==> src/rtl/dev_ram_arbiter_if.sv <==
`timescale 1ns/1ps
`default_nettype none
// ============================================================================
// Module   : dev_ram_arbiter_if
// Purpose  : Request/grant/switch bundle between two RAM requesters and the arbiter.
// Revision : 1.0  initial release
// ============================================================================
interface dev_ram_arbiter_if;
    logic req0;
    logic req1;
    logic gnt0;
    logic gnt1;
    logic select;
    logic busy;
    logic preempt;

    modport master (
        output req0,
        output req1,
        input  gnt0,
        input  gnt1,
        input  select,
        input  busy,
        input  preempt
    );

    modport slave (
        input  req0,
        input  req1,
        output gnt0,
        output gnt1,
        output select,
        output busy,
        output preempt
    );
endinterface
`default_nettype wire

==> src/rtl/dev_ram_arbiter.sv <==
`timescale 1ns/1ps
`default_nettype none
// ============================================================================
// Module   : dev_ram_arbiter
// Purpose  : Two-way round-robin RAM arbiter with hold limit and switch select.
// Revision : 1.0  initial release
// ============================================================================
module dev_ram_arbiter #(
    parameter int MAX_HOLD = 16
) (
    input  wire logic       clk,
    input  wire logic       rst,
    dev_ram_arbiter_if.slave bus
);

    localparam int                 c_CNT_W     = (MAX_HOLD > 1) ? $clog2(MAX_HOLD) : 1;
    localparam logic [c_CNT_W-1:0] c_HOLD_LAST = c_CNT_W'(MAX_HOLD - 1);

    localparam logic [1:0] c_IDLE   = 2'd0;
    localparam logic [1:0] c_GRANT0 = 2'd1;
    localparam logic [1:0] c_GRANT1 = 2'd2;

    logic [1:0]         r_state;
    logic [1:0]         w_next_state;
    logic               r_last;
    logic               r_select;
    logic [c_CNT_W-1:0] r_hold_cnt;
    logic               w_hold_done;

    assign w_hold_done = (r_hold_cnt == c_HOLD_LAST);

    always_ff @(posedge clk) begin
        if (rst) begin
            r_state    <= c_IDLE;
            r_last     <= 1'b1;
            r_select   <= 1'b0;
            r_hold_cnt <= '0;
        end else begin
            r_state <= w_next_state;
            if (r_state == c_IDLE) begin
                r_hold_cnt <= '0;
                // select only moves on grant entry, so the switch is stable for the whole grant
                if (w_next_state == c_GRANT0) begin
                    r_last   <= 1'b0;
                    r_select <= 1'b0;
                end else if (w_next_state == c_GRANT1) begin
                    r_last   <= 1'b1;
                    r_select <= 1'b1;
                end
            end else if (!w_hold_done) begin
                r_hold_cnt <= r_hold_cnt + 1'b1;
            end
        end
    end

    always_comb begin
        w_next_state = r_state;
        case (r_state)
            c_IDLE: begin
                if (bus.req0 && bus.req1) begin
                    w_next_state = r_last ? c_GRANT0 : c_GRANT1;
                end else if (bus.req0) begin
                    w_next_state = c_GRANT0;
                end else if (bus.req1) begin
                    w_next_state = c_GRANT1;
                end
            end
            c_GRANT0: begin
                if (!bus.req0 || (bus.req1 && w_hold_done)) begin
                    w_next_state = c_IDLE;
                end
            end
            c_GRANT1: begin
                if (!bus.req1 || (bus.req0 && w_hold_done)) begin
                    w_next_state = c_IDLE;
                end
            end
            default: w_next_state = c_IDLE;
        endcase
    end

    always_comb begin
        bus.gnt0    = (r_state == c_GRANT0);
        bus.gnt1    = (r_state == c_GRANT1);
        bus.busy    = (r_state == c_GRANT0) || (r_state == c_GRANT1);
        bus.select  = r_select;
        // a release in the same cycle wins, hence the own-request term
        bus.preempt = w_hold_done &&
                      (((r_state == c_GRANT0) && bus.req0 && bus.req1) ||
                       ((r_state == c_GRANT1) && bus.req1 && bus.req0));
    end

endmodule
`default_nettype wire

==> src/flat_wrapper.sv <==
// flat-port wrapper written by rule: the top's interface ports become plain ports
module dev_ram_arbiter_flat 
#(
    parameter int MAX_HOLD = 16
)
  (clk, rst, bus_req0, bus_req1, bus_gnt0, bus_gnt1, bus_select, bus_busy, bus_preempt);
  dev_ram_arbiter_if bus_i ();
  input  wire logic clk;
  input  wire logic rst;
  input wire logic [$bits(bus_i.req0)-1:0] bus_req0;
  input wire logic [$bits(bus_i.req1)-1:0] bus_req1;
  output wire logic [$bits(bus_i.gnt0)-1:0] bus_gnt0;
  output wire logic [$bits(bus_i.gnt1)-1:0] bus_gnt1;
  output wire logic [$bits(bus_i.select)-1:0] bus_select;
  output wire logic [$bits(bus_i.busy)-1:0] bus_busy;
  output wire logic [$bits(bus_i.preempt)-1:0] bus_preempt;
  assign bus_i.req0 = bus_req0;
  assign bus_i.req1 = bus_req1;
  assign bus_gnt0 = bus_i.gnt0;
  assign bus_gnt1 = bus_i.gnt1;
  assign bus_select = bus_i.select;
  assign bus_busy = bus_i.busy;
  assign bus_preempt = bus_i.preempt;
  dev_ram_arbiter #(.MAX_HOLD(MAX_HOLD)) u_core (.clk(clk), .rst(rst), .bus(bus_i));
endmodule
==> config.mk <==
export PLATFORM = sky130hd
export DESIGN_NAME = dev_ram_arbiter_flat
export DESIGN_NICKNAME = d
export VERILOG_FILES = /design/src/rtl/dev_ram_arbiter_if.sv /design/src/rtl/dev_ram_arbiter.sv /design/src/flat_wrapper.sv
export SDC_FILE = /design/constraint.sdc
export NUM_CORES = 1
export LEC_CHECK = 0
export ABC_AREA = 1
export CORE_AREA = 2 2 39 41
export CTS_BUF_LIST = sky130_fd_sc_hd__clkbuf_8
export DETAILED_ROUTE_END_ITERATION = 8
export DIE_AREA = 0 0 41 43
export PLACE_DENSITY = 0.57
export SYNTH_ARGS = -nofsm -noshare
export SYNTH_HDL_FRONTEND = slang
export SYNTH_SLANG_ARGS = --single-unit
==> constraint.sdc <==
create_clock -name clk -period 2.05 [get_ports clk]
set_input_delay 0.205 -clock clk [delete_from_list [all_inputs] [get_ports clk]]
set_output_delay 0.205 -clock clk [all_outputs]
set_load 0.05 [all_outputs]
== Word-level counts from Yosys, hierarchy flattened ==
Index checks and enable logic that the tools add are counted.
Cells by class
  add/subtract/negate cells: 1
  reduce and logical (&&, ||, !) cells: 18
  mux-type cells: 9
  equal/unequal tests: 5
Operators by type and width (number)
  2-bit two-way mux: 6
  1-bit logical AND: 8
  2-bit one-hot mux with 3 select lines: 1
  4-bit by 1-bit adder with 4-bit output, second input constant: 1
  2-bit by 1-bit == test with 1-bit output, second input constant: 2
  2-bit == test, second input constant: 2
  4-bit == test, second input constant: 1
  1-bit logical OR: 4
  1-bit zero test: 2
  2-bit zero test: 1
  1-bit two-way mux: 2
  2-bit AND reduction: 1
  2-bit nonzero test: 1
  2-bit OR reduction: 1
Word-level totals
  bits in registers: 8
  bits of input ports: 4
  output and inout bits: 5
  word-level logic and storage cells: 37

== Logic depth before layout (Yosys ltp) ==
Gate-level depths: netlist of run 1.
  word-level depth: 8
  gate-level depth with buffers: 13
  mapped depth without buffers: 13

== Worst setup path after synthesis of run 1 ==
OpenSTA, ideal clock, no wires.
  path type: register to register
  start: reg u_core.r_state[0]
  end: reg u_core.r_select, in the netlist u_core.bus.select
  clock period less this slack: 2.016 ns
  buffers on the path: 0
  slack: 0.034 ns
  required time: 1.980 ns
  arrival: 1.947 ns
  cell stages (with the launch flop): 13
  library setup time: 0.070 ns
  cells stage by stage: dfxtp_1 inv_1 ha_1 nand2_1 nand2_1 nand3_1 nand2_1 nand2_2 ha_1 inv_1 nand2_1 or2_1 a21oi_1
Between the ends
  elaborated cells between the ends (all ways): 14
  those cells by class: 4 x eq/ne; 7 x mux; 3 x reduce/logical
RTL lines
  from (decl): RTL line dev_ram_arbiter.sv:23  | logic [1:0] r_state;
  from (signal assigned): RTL line dev_ram_arbiter.sv:34  | r_state <= c_IDLE;
  from (signal assigned): RTL line dev_ram_arbiter.sv:39  | r_state <= w_next_state;
  2-bit == test *
  named net bus_gnt1: RTL line flat_wrapper.sv:13  | output wire logic [$bits(bus_i.gnt1)-1:0] bus_gnt1;
  2-bit one-hot mux with 3 select lines *: RTL line dev_ram_arbiter.sv:58  | case (r_state)
  2-bit == test / 2-bit by 1-bit == test with 1-bit output (equally long branches): RTL line dev_ram_arbiter.sv:46, dev_ram_arbiter.sv:43
  2-bit nonzero test (no source line)
  2-bit AND reduction (no source line)
  to (signal assigned): RTL line dev_ram_arbiter.sv:36  | r_select <= 1'b0;
  to (signal assigned): RTL line dev_ram_arbiter.sv:45  | r_select <= 1'b0;
  to (signal assigned): RTL line dev_ram_arbiter.sv:48  | r_select <= 1'b1;
  to (decl): RTL line dev_ram_arbiter.sv:26  | logic r_select;
The timed path passes the listed nets; every way through them passes the cells marked *.
A chain may end at the register's enable or synchronous reset.

== Final worst setup path of run 1 ==
  start: reg u_core.r_hold_cnt[0]
  end: reg u_core.r_select, in the netlist u_core.bus.select
Between the ends
  word-level cells in the longest chain between the ends: 8
  elaborated cells between the ends (all ways): 13
  those cells by class: 3 x eq/ne; 4 x mux; 6 x reduce/logical
Ends and longest elaborated chain
  from (decl): RTL line dev_ram_arbiter.sv:27  | logic [c_CNT_W-1:0] r_hold_cnt;
  from (signal assigned): RTL line dev_ram_arbiter.sv:51  | r_hold_cnt <= r_hold_cnt + 1'b1;
  4-bit == test *: RTL line dev_ram_arbiter.sv:30  | assign w_hold_done = (r_hold_cnt == c_HOLD_LAST);
  1-bit logical AND, on equally long branches: RTL line dev_ram_arbiter.sv:74, dev_ram_arbiter.sv:69
  1-bit logical OR, on equally long branches: RTL line dev_ram_arbiter.sv:74, dev_ram_arbiter.sv:69
  2-bit two-way mux, on equally long branches: RTL line dev_ram_arbiter.sv:74, dev_ram_arbiter.sv:69
  2-bit one-hot mux with 3 select lines *: RTL line dev_ram_arbiter.sv:58
  named net u_core.w_next_state[0]: RTL line dev_ram_arbiter.sv:24  | logic [1:0] w_next_state;
  2-bit == test / 2-bit by 1-bit == test with 1-bit output (equally long branches): RTL line dev_ram_arbiter.sv:46, dev_ram_arbiter.sv:43
  2-bit nonzero test (no source line)
  2-bit AND reduction (no source line)
Marked as above.

==> metrics, run 1 <==
outcome=finished clean; period utilization=0.921; pin count of the biggest net entering global routing=6; Rows=14; commonest cells after routing, fill and taps aside=nand2_1, inv_1, nor2_1, clkdlybuf4s50_1, ha_1; final RePlAce weighted congestion=between 0.6 and 0.7; Synth top area share=0.348; met3 routed WL=approximately 31 µm; H-tree levels=1; global-route wire length before repair=1330 µm; largest cells by area after synthesis=dfxtp_1, ha_1, nand2_1; worst r2r src=u_core.r_hold_cnt[0]; layout cell share with drive strength beyond 1=0.250; metal1 wirelength=385 µm; Top cell by count, worst path=nand2_1; Tightest Pin Transition=496 ps; CTS Hold Bufs=0; I/O pins=9; Crit Path Class=reg2reg; Seq cells post-synth=8; die width=41 µm; # fillers=150; 1st-iter DRT viols=3; routed length on met2=438 µm; worst-path cell chain=ha_2, nand2_1, nor2_4, nand2_2, nand3_1, nand2_1, nand2_1, inv_1, ha_1, inv_1, nand2_1, or2_1, a21oi_1; Mapped Nets=74; clk buf depth=2; total power=563 µW; Max FO, Critical Path=4; GRT Resource Usage Total=0.112; via count=419; Final Hold Violating Endpoints=0; slowest stage delay, CP=350 ps; routed length per placed instance=9.39 µm; VDD IR max=642 µV; FF-to-FF setup slack=160 ps; prevailing post-synth register cell=dfxtp_1; Top Layer Used=met4; final setup vio count=0; P&R area growth vs syn=36.7%; Avg Cell Area, Syn=7.19 µm²; hold path start=u_core.bus.select; Max Cap Viol=0; most common cell after layout, fill and taps aside=nand2_1; ys async rst share=0; Critical-path top delay cell=dfxtp_2; Pwr per Cell Area=between 800 and 900 nW/µm²; ANT cells=0; crit path from=u_core.r_hold_cnt[0]; Routed Antenna Nets=0; crit path DAT=2040 ps; Final min period=1890 ps; Post-Syn Area=460 µm²; yosys warns=0; Seq/Total Area, Yosys=0.348; drt via density=4.55; CP startpoint kind=flop; DP HPWL=651 µm; Req. time, crit path=about 2200 ps; antenna violations before repair=0; CTS sink count=8; Slew headroom=0.668; Peak Freq=529 MHz; chip height=43 µm; first-pass iteration count of the detailed router=2; clock root buffer master=clkbuf_8; CP Capture Type=flop; Initial Util=0.333; number of flops mapped to enable cells by yosys=0; total CTS buffers=3; Core Util, Final=0.455; Port Buffer Count=8; post-synth cell types=16; Nets=88; Yosys top cell by area=dfxtp_1; core area=about 1400 µm²; Hold EP=u_core.bus.select; Slew Limit Fails=0; Worst-path clk slew=~40 ps; Hold Path Depth=2; grt total ovfl=0; R2R depth=13; vias in the first global route=roughly 360; CTS tree=built; Worst-Skew Late Latency=220 ps; reg2reg end=u_core.bus.select; min-delay worst type=reg2reg; WL final=roughly 860 µm; Layout Skew=2.88 ps; Mapped Cells=64; Leakage=0.000284 µW; die area=1760 µm²; Remaining DRCs=0
-- stage by stage --
| step | cell area (µm²) | instances | TNS, ps | worst slack, ps | hold slack, ps |
|---|---|---|---|---|---|
| detailed placement | 568 | 88 | 0 | 41.3 | 459 |
| global placement | 568 | 88 | 0 | 69.2 | 453 |
| floorplan | 460 | 64 | 0 | 33.5 | 272 |
| CTS | 609 | 91 | 0 | 84.0 | 468 |
| finish | 629 | 92 | 0 | 161 | 462 |
| global route | 629 | 92 | -21.3 | -21.3 | 485 |
-- final cells by class --
| class | count | area, µm² | area share |
|---|---|---|---|
| clock buffers | 3 | 41.3 | 0.0656 |
| inverters | 10 | 37.5 | 0.0596 |
| multi-input cells | 46 | 270 | 0.429 |
| flip-flops and latches | 8 | 165 | 0.262 |
| well taps | 16 | 20.0 | 0.0318 |
| repair buffers | 9 | 95.1 | 0.151 |
-- layer usage --
| layer | global-route usage | vias up |
|---|---|---|
| met2 | 0.169 | 5 |
| met5 | 0 | - |
| met3 | 0.0471 | 2 |
| li1 | - | 231 |
| met4 | 0.0400 | 0 |
| met1 | 0.136 | 181 |
-- cell families (layout without fill, tap and decap cells) --
kind of cell / count (synthesis) / after routing / share of synthesized area
AND/OR/NAND/NOR: 30 / 30 / 0.291
adder cells (fa/ha/maj): 6 / 6 / 0.163
flip-flops: 8 / 8 / 0.348
AO/OA/AOI/OAI: 10 / 10 / 0.117
buffers and inverters: 10 / 22 / 0.0815
-- power by group --
part | leakage [µW] | internal, µW | switching [µW]
Sequential | 0.0000670 | 179 | 15.6
Combinational | 0.000195 | 66.5 | 119
Clock | 0.0000216 | 127 | 55.9
Total | 0.000284 | 372 | 191
-- what timing repair did --
| action | in CTS | in global routing |
|---|---|---|
| buffers inserted | 0 | 1 |
| endpoints found under the setup margin | 0 | 1 |
| resized for setup | 0 | 6 |
-- critical path: cells and delay by family (launching register included) --
family | cells | cell delay [ps]
AOI/OAI and AO/OA | 1 | 120
buffers and inverters | 2 | 100
and+or+nand+nor | 8 | 770
adders and majority gates | 2 | 480
DFF | 1 | 350
-- sequential cells by signal, indices dropped and copies added (netlist names) --
register,flops
u_core.bus.select,1
u_core.r_state,2
u_core.r_last,1
u_core.r_hold_cnt,4
-- synthesized netlist by cell type, types with 2 or more instances --
cell	n
o21ai_0	3
dfxtp_1	8
inv_2	3
nor2_1	6
nand2_2	3
inv_1	7
a21oi_1	3
ha_1	6
nor2_2	2
o21ai_1	2
nand3_1	4
nand2_1	13
-- worst max-delay path by stage --
stage | end | cells past startpoint | slack [ps]
floorplan | u_core.bus.select | 12 | 30
global route | u_core.bus.select | 13 | -20
finish | u_core.bus.select | 13 | 160
CTS | u_core.bus.select | 13 | 80
detailed placement | u_core.bus.select | 13 | 40
global placement | u_core.bus.select | 13 | 70
No activity file was read; power rests on OpenSTA's default activity.
==> run 2: changes to the inputs <==
--- a/config.mk
+++ b/config.mk
@@ -11,6 +11,8 @@
 export DETAILED_ROUTE_END_ITERATION = 8
 export DIE_AREA = 0 0 41 43
 export PLACE_DENSITY = 0.57
+export REMOVE_ABC_BUFFERS = 1
+export SETUP_SLACK_MARGIN = 0.2
 export SYNTH_ARGS = -nofsm -noshare
 export SYNTH_HDL_FRONTEND = slang
 export SYNTH_SLANG_ARGS = --single-unit
==> metrics, run 2 (synthesized netlist as in run 1, its figures left out) <==
1st-iter DRT viols=2; layout cell share with drive strength beyond 1=0.410; FF-to-FF setup slack=260 ps; Layout Skew=3.21 ps; Critical-path top delay cell=dfxtp_4; core area=around 1400 µm²; worst slack, placed=41.3 ps; Tightest Pin Transition=492 ps; clk buf depth=2; final setup TNS=0 ps; CP Capture Type=flop; P&R area growth vs syn=54.3%; Final Hold Violating Endpoints=0; Routed Antenna Nets=0; Largest regs=u_core.r_hold_cnt x4, u_core.r_state x2; pin count of the biggest net entering global routing=6; crit path from=u_core.r_hold_cnt[0]; period utilization=0.873; Hold Path Depth=1; CTS sink count=8; worst-path cell chain=ha_4, nand2_1, nor2_2, nand2_2, nand3_2, nand2_1, nand2_1, inv_2, ha_4, inv_2, nand2_2, or2_1, a21oi_2; ANT cells=0; via count=426; reg2reg end=u_core.bus.select; H-tree levels=1; chip height=between 40 and 50 µm; Pwr per Cell Area=850 nW/µm²; Worst-path clk slew=40 ps; met3 routed WL=29 µm; Top cell by count, worst path=nand2_1; largest register by flop count=u_core.r_hold_cnt; most common cell after layout, fill and taps aside=nand2_1; clock root buffer master=clkbuf_8; outcome=finished clean; drt via density=4.53; CP bufs+invs=2; grt total ovfl=0; antenna violations before repair=0; global-route wire length before repair=1490 µm; # fillers=137; Rows=14; Initial Util=0.333; CP startpoint kind=flop; routed length per placed instance=10.3 µm; Top Layer Used=met4; first-pass iteration count of the detailed router=2; final setup vio count=0; Remaining DRCs=0; Port Buffer Count=8; die width=41 µm; WL final=966 µm; CTS Hold Bufs=0; Req. time, crit path=roughly 2200 ps; Core Util, Final=0.514; I/O pins=9; Nets=90; worst r2r src=u_core.r_hold_cnt[0]; Slew headroom=0.671; routed length on met2=528 µm; Final min period=approximately 1800 ps; Max Cap Viol=0; metal1 wirelength=roughly 400 µm; Worst-Skew Late Latency=approximately 220 ps; R2R depth=13; Max FO, Critical Path=4; slowest stage delay, CP=360 ps; delay-heaviest family, CP=simple AND/OR/NAND/NOR gates; RSZ-0062 raised after global routing=false; final RePlAce weighted congestion=0.663; max reg flops=4; total CTS buffers=3; Leakage=about 0.00031 µW; commonest cells after routing, fill and taps aside=nand2_1, inv_2, nor2_1, nand2_2; Critical Path End=u_core.bus.select; vias in the first global route=402; critical path depth in cells=13; Peak Freq=558 MHz; die area=1760 µm²; VDD IR max=674 µV; CTS tree=built; crit path DAT=1950 ps; GRT Resource Usage Total=0.123; worst setup slack after layout=around 260 ps; Fin Hold WS=between 400 and 500 ps; DP HPWL=651 µm; min-delay worst type=reg2reg; Slew Limit Fails=0; Crit Path Class=reg2reg
==> run 2: worst min-delay path by stage <==
stage	startpoint	to	slack, ps
floorplan	rst	u_core.r_state[1]	270
global placement	u_core.bus.select	u_core.bus.select	450
detailed placement	u_core.bus.select	u_core.bus.select	460
CTS	u_core.r_hold_cnt[0]	u_core.r_hold_cnt[0]	450
global route	u_core.r_hold_cnt[0]	u_core.r_hold_cnt[0]	490
finish	u_core.r_hold_cnt[0]	u_core.r_hold_cnt[0]	470
==> run 2: cell type report <==
| type | instances | area [µm²] | area share |
|---|---|---|---|
| multi-input cells | 46 | 327 | 0.460 |
| clock buffers | 3 | 41.3 | 0.0581 |
| inverters | 10 | 40.0 | 0.0563 |
| repair buffers | 11 | 110 | 0.155 |
| well taps | 16 | 20.0 | 0.0282 |
| flip-flops and latches | 8 | 173 | 0.243 |
==> run 2: metrics by stage <==
stage / total power, µW / instance area [µm²] / cells
finish: 604 / 711 / 94
global route: 641 / 711 / 94
global placement: 377 / 568 / 88
detailed placement: 380 / 568 / 88
floorplan: 330 / 460 / 64
CTS: 567 / 628 / 93
==> run 2: worst register-to-register path, delay by kind of cell, from the launching register on <==
family,cells,cell delay [ps]
buffers and inverters,2,100
AND/OR/NAND/NOR,8,790
adder cells (fa/ha/maj),2,330
AO/OA/AOI/OAI,1,130
flip-flops,1,360
==> run 2: power by group <==
group          leakage, µW  internal [µW]  total (µW)  switching [µW]
registers        0.0000679            178         200            21.9
logic             0.000221           83.1         222             139
clock network    0.0000216            127         182            55.5
==> run 2: what timing repair did <==
action / 4_1_cts / 5_1_grt
resized for setup: 6 / 21
pin swaps: 2 / 7
setup endpoints to repair: 4 / 2
hold endpoints to repair: 0 / 0
setup buffers: 2 / 1
==> run 2: metal layers <==
metal | GRT usage | up-vias
li1 | - | 233
met1 | 0.143 | 186
met2 | 0.197 | 5
met3 | 0.0471 | 2
met4 | 0.0400 | 0
met5 | 0 | -
